### config.mk
export PLATFORM = sky130hd
export DESIGN_NAME = function_operand_sequencer
export DESIGN_NICKNAME = d
export VERILOG_FILES = /design/src/rtl/function_operand_sequencer.sv
export SDC_FILE = /design/constraint.sdc
export NUM_CORES = 1
export LEC_CHECK = 0
export BUFFER_PORTS_ARGS = -buffer_cell sky130_fd_sc_hd__buf_2
export CAP_MARGIN = 40
export CORE_ASPECT_RATIO = 1.75
export CORE_MARGIN = 2
export CORE_UTILIZATION = 50
export DETAILED_ROUTE_END_ITERATION = 16
export PLACE_DENSITY = 0.77
export REMOVE_ABC_BUFFERS = 1
export SLEW_MARGIN = 20
export SYNTH_ARGS = -nofsm -noshare
export SYNTH_HDL_FRONTEND = slang
export SYNTH_SLANG_ARGS = --single-unit
### constraint.sdc
create_clock -name clk -period 1.8 [get_ports clk]
set_input_delay 0.18 -clock clk [delete_from_list [all_inputs] [get_ports clk]]
set_output_delay 0.18 -clock clk [all_outputs]
set_load 0.05 [all_outputs]
### src/rtl/function_operand_sequencer.sv
// function_operand_sequencer
//
// Sequential front/back end for the 8-bit combinational function unit
// (out = (a | b) - b, i.e. a & ~b). Operand A and then operand B arrive over
// a valid/ready byte stream. They are held in registers that drive the
// function unit. After EXEC_CYCLES settle edges the unit's result is
// captured and offered on a valid/ready result port.
//
// Optional build macro: FUNC_SEQ_CHECK_EN
//   When defined, each captured result is compared with op_a & ~op_b, and a
//   mismatch sets the sticky chk_err flag. When undefined, chk_err is tied
//   to 0.
//
// Ports:
//   clk, rst_n            clock, asynchronous active-low reset
//   in_data/valid/ready   operand byte stream (A first, then B)
//   a_out, b_out          registered operands to the function unit
//   fu_in                 function unit result
//   res_data/valid/ready  captured result stream
//   busy                  operation in progress (waiting for B, settling,
//                         or holding a result)
//   op_count              completed result handshakes, wraps silently
//   chk_err               sticky self-check error (checker builds only)
module function_operand_sequencer #(
    parameter int unsigned WIDTH       = 8,
    parameter int unsigned EXEC_CYCLES = 1,
    parameter int unsigned COUNT_W     = 16
) (
    input  logic               clk,
    input  logic               rst_n,
    input  logic [WIDTH-1:0]   in_data,
    input  logic               in_valid,
    output logic               in_ready,
    output logic [WIDTH-1:0]   a_out,
    output logic [WIDTH-1:0]   b_out,
    input  logic [WIDTH-1:0]   fu_in,
    output logic [WIDTH-1:0]   res_data,
    output logic               res_valid,
    input  logic               res_ready,
    output logic               busy,
    output logic [COUNT_W-1:0] op_count,
    output logic               chk_err
);

    // A settle time of zero is not meaningful; clamp it to one edge.
    localparam int unsigned EXEC_EFF = (EXEC_CYCLES < 1) ? 1 : EXEC_CYCLES;
    localparam int unsigned CNT_W    = $clog2(EXEC_EFF + 1);

    typedef enum logic [1:0] {StA, StB, StExec, StOut} state_t;

    state_t             state;
    logic [WIDTH-1:0]   op_a;
    logic [WIDTH-1:0]   op_b;
    logic [CNT_W-1:0]   cnt;
    logic               a_pend;
    logic               in_xfer;
    logic               res_xfer;
    logic               capture;

    // Once a result is held, only one early A can be buffered (a_pend).
    assign in_ready = (state == StA) || (state == StB) || ((state == StOut) && !a_pend);
    assign in_xfer  = in_valid && in_ready;
    assign res_xfer = res_valid && res_ready;
    assign capture  = (state == StExec) && (cnt == CNT_W'(1));
    assign busy     = (state != StA);
    assign a_out    = op_a;
    assign b_out    = op_b;

    always_ff @(posedge clk or negedge rst_n) begin
        if (!rst_n) begin
            state     <= StA;
            op_a      <= '0;
            op_b      <= '0;
            cnt       <= '0;
            a_pend    <= 1'b0;
            res_data  <= '0;
            res_valid <= 1'b0;
            op_count  <= '0;
        end else begin
            unique case (state)
                StA: begin
                    if (in_xfer) begin
                        op_a  <= in_data;
                        state <= StB;
                    end
                end
                StB: begin
                    if (in_xfer) begin
                        op_b  <= in_data;
                        cnt   <= CNT_W'(EXEC_EFF);
                        state <= StExec;
                    end
                end
                StExec: begin
                    if (capture) begin
                        res_data  <= fu_in;
                        res_valid <= 1'b1;
                        state     <= StOut;
                    end else begin
                        cnt <= cnt - CNT_W'(1);
                    end
                end
                StOut: begin
                    // The result is already captured, so reloading op_a here
                    // cannot disturb res_data.
                    if (in_xfer) begin
                        op_a <= in_data;
                    end
                    if (res_xfer) begin
                        res_valid <= 1'b0;
                        op_count  <= op_count + COUNT_W'(1);
                        a_pend    <= 1'b0;
                        state     <= (a_pend || in_xfer) ? StB : StA;
                    end else if (in_xfer) begin
                        a_pend <= 1'b1;
                    end
                end
                default: state <= StA;
            endcase
        end
    end

`ifdef FUNC_SEQ_CHECK_EN
    logic chk_err_q;

    always_ff @(posedge clk or negedge rst_n) begin
        if (!rst_n) begin
            chk_err_q <= 1'b0;
        end else if (capture && (fu_in != (op_a & ~op_b))) begin
            chk_err_q <= 1'b1;
        end
    end

    assign chk_err = chk_err_q;
`else
    assign chk_err = 1'b0;
`endif

endmodule

==> impl_metrics.yaml <==
run_status:
  status: "finished, final reports clean"
logic_synthesis:
  synth_compound_area_share_pct: 3.16
  synthArstFlopShare_pct: 100
  synth_edf_count: 0
  synthesis.area_sq_mm: 0.00194
  ys_warn_count: 0
  synth_area_leaders: "dfrtp_1 (58%), mux2_2 (15%), xnor2_1 (5.4%), ha_1 (3.9%), nand2_1 (1.9%)"
  synth_top_family_by_area: "multiplexers"
  synth.most_common_cell: "dfrtp_1"
  synth_mux_area_share_pct: 15.1
  syn_avg_cell_area_sq_um: 13.2
  synth_seq_cells: 45
  synth-simple-area-share_pct: 11.0
  netlist.area_leader.share_pct: 58.0
  synthCells: 147
  ys.flop_type: "dfrtp_1"
  synthAdderAreaFrac_pct: 3.86
  synth_common_cells: "dfrtp_1 (45), mux2_2 (26), xnor2_1 (12)"
  synth_xor_area_share_pct: 6.76
  synth_largest_area_cell: "dfrtp_1"
  synthDistinctLibCells: 28
  yosysSeqAreaShare_pct: 58.0
sta:
  tightest_slew_ns: 0.528
  hold_viol_final: 0
  fmax_mhz: 591
  skew_ns: 0.00494
  slew_viol_final: 0
  period_minus_slack_ns: 1.69
  setup_ws_ns: 0.107
  slew-limit-headroom_pct: 64.8
  finalCritPeriodShare_pct: 94.1
  rsz0062_at_grt: "no"
  setup_viol: 0
setup_path:
  worstSetupPathType: "register to register"
  endpoint_kind: "register"
  crit_family: "flip-flops"
  crit_path_max_incr_delay_ns: 0.42
  critical_path.startpoint_type: "register"
  required_ns: 1.97
  cp.arrival_ns: 1.87
  slowest_stage: "dfrtp_1"
  crit_buf_inv: 1
  worstPathMaxFanout: 8
  worstPathCellList: "inv_1 > ha_1 > nor2_1 > o21ai_2 > and3b_2 > mux2_2"
die:
  die_area_sq_mm: 0.00442
  die_x_microns: 51.1
  row_count: 30
  initial_core_util_pct: 51.3
  fp.coreArea_sq_mm: 0.00379
  die-height_microns: 86.5
  io_pins: 64
power_and_ir_drop:
  p_per_area_mw_per_mm2: 2010
  p_leak_nw: 1.20
  total_power_mw: 4.84
  ir_worst_vdd_mv: 1.53
finish:
  drive_above_1_share_pct: 48.4
  area_growth_syn_to_layout_pct: 24.1
  num_antenna_cells: 0
  nets: 242
  design_area_sq_mm: 0.00241
grt:
  grt_max_degree: 24
  grt_usage_pct: 19.0
  antenna_found_initial: 0
  grt_pass1_wl_microns: 6330
  grt_overflow: 0
  grt_pass1_vias: 1387
placed_design:
  place_congestion: 0.720
  io_buffers: 62
  post_dp_cell_area_sq_mm: 0.00232
  preCtsSetupSlack_ns: 0.0167
  dp_hpwl_microns: 2880
route:
  via_count: 1378
  drtIter0Drc: 9
  drc: 0
  post_drt_wl_per_cell_microns: 14.0
  drt-vias-per-instance: 5.24
  wl_microns: 3680
  ant_nets: 0
  drtPass1Iterations: 4
clock_network:
  clk_latency_ns: 0.29
  cts_buffers: 5
  cts_tree: "built"
  clk_pin_slew_ns: 0.07
  h-tree-depth: 2
  cts.path.max_buffers: 2
  clockRootBuffer: "clkbuf_8"
  cts_sinks: 45
  post_cts_buffers: 0
flow_run:
  maxCapViolations: 0
worst_hold_path:
  hp-class: "input pin to register"
==> power breakdown <==
group / total (mW) / internal, mW / switching [mW]
sequential: 1.63 / 1.38 / 0.242
combinational: 2.66 / 0.792 / 1.87
clock: 0.555 / 0.255 / 0.300
==> layout make-up <==
cell class                 count  area (sq um)
sequential                    45          1130
fill                         332          1380
inverter                       5          18.8
clock inverter                 1          5.00
tap                           48          60.1
timing repair buffer          65           348
multi-input combinational     94           786
clock buffer                   5          68.8
==> path summary, 6_finish.rpt <==
kind                            cells past startpoint           end    startpoint  slack [ns]
worst max-delay path                                6      a_out[3]      state[1]        0.11
worst min-delay path                                2   res_data[0]      fu_in[0]        0.12
worst max register to register                      6      a_out[3]      state[1]        0.11
worst min register to register                      1  op_count[15]  op_count[15]        0.47
max in group asynchronous                           3      state[1]         rst_n        0.90
min in group asynchronous                           2   res_data[7]         rst_n        0.40
==> cells by family after synthesis <==
group | after synthesis
DFF | 45
adders and majority gates | 6
muxes | 26
xor gates and xnor gates | 15
other | 1
AOI/OAI and AO/OA | 9
and+or+nand+nor | 37
buffers and inverters | 8
==> cell usage in the layout (no fill, tap or decap), drive strengths merged, types with 4 or more instances in the layout <==
cell and count:
mux2 26, nand4 7, o21ai 4, xnor2 12, and3 4, dfrtp 45, inv 5, nor2 5
buf 64, ha 6, nand3 5, clkbuf 5, nand2 10
==> state kept, by name (all words and copies together), names as in the netlist <==
register   cells
op_count      16
res_data       8
state          2
cnt            1
res_valid      1
b_out          8
a_pend         1
a_out          8
==> routing by layer <==
metal  track usage (%)  up-vias  part of all wire [%]  wire, microns
met1              22.0      676                    37           1340
li1                  -      644                     -              -
met3              5.34        6                   7.4            273
met2              32.7       52                    54           2000
met5                 0        -                     0              0
met4              7.37        0                   1.7             61
==> through the flow <==
step / hold slack, ns / cells / TNS [ns] / util, %
after global placement: 0.184 / 256 / 0 / 61.2
after global routing: 0.110 / 263 / 0 / 63.6
after detailed placement: 0.185 / 256 / 0 / 61.2
final: 0.122 / 263 / 0 / 63.6
after CTS: 0.110 / 263 / 0 / 63.4
after floorplan: -0.116 / 144 / -2.08 / -
==> timing repair <==
item | CTS | global route
endpoints found under the setup margin | 0 | 10
hold buffers | 1 | 0
resized for setup | 0 | 2
endpoints found under the hold margin | 22 | 0
No activity file was read; power rests on OpenSTA's default activity.
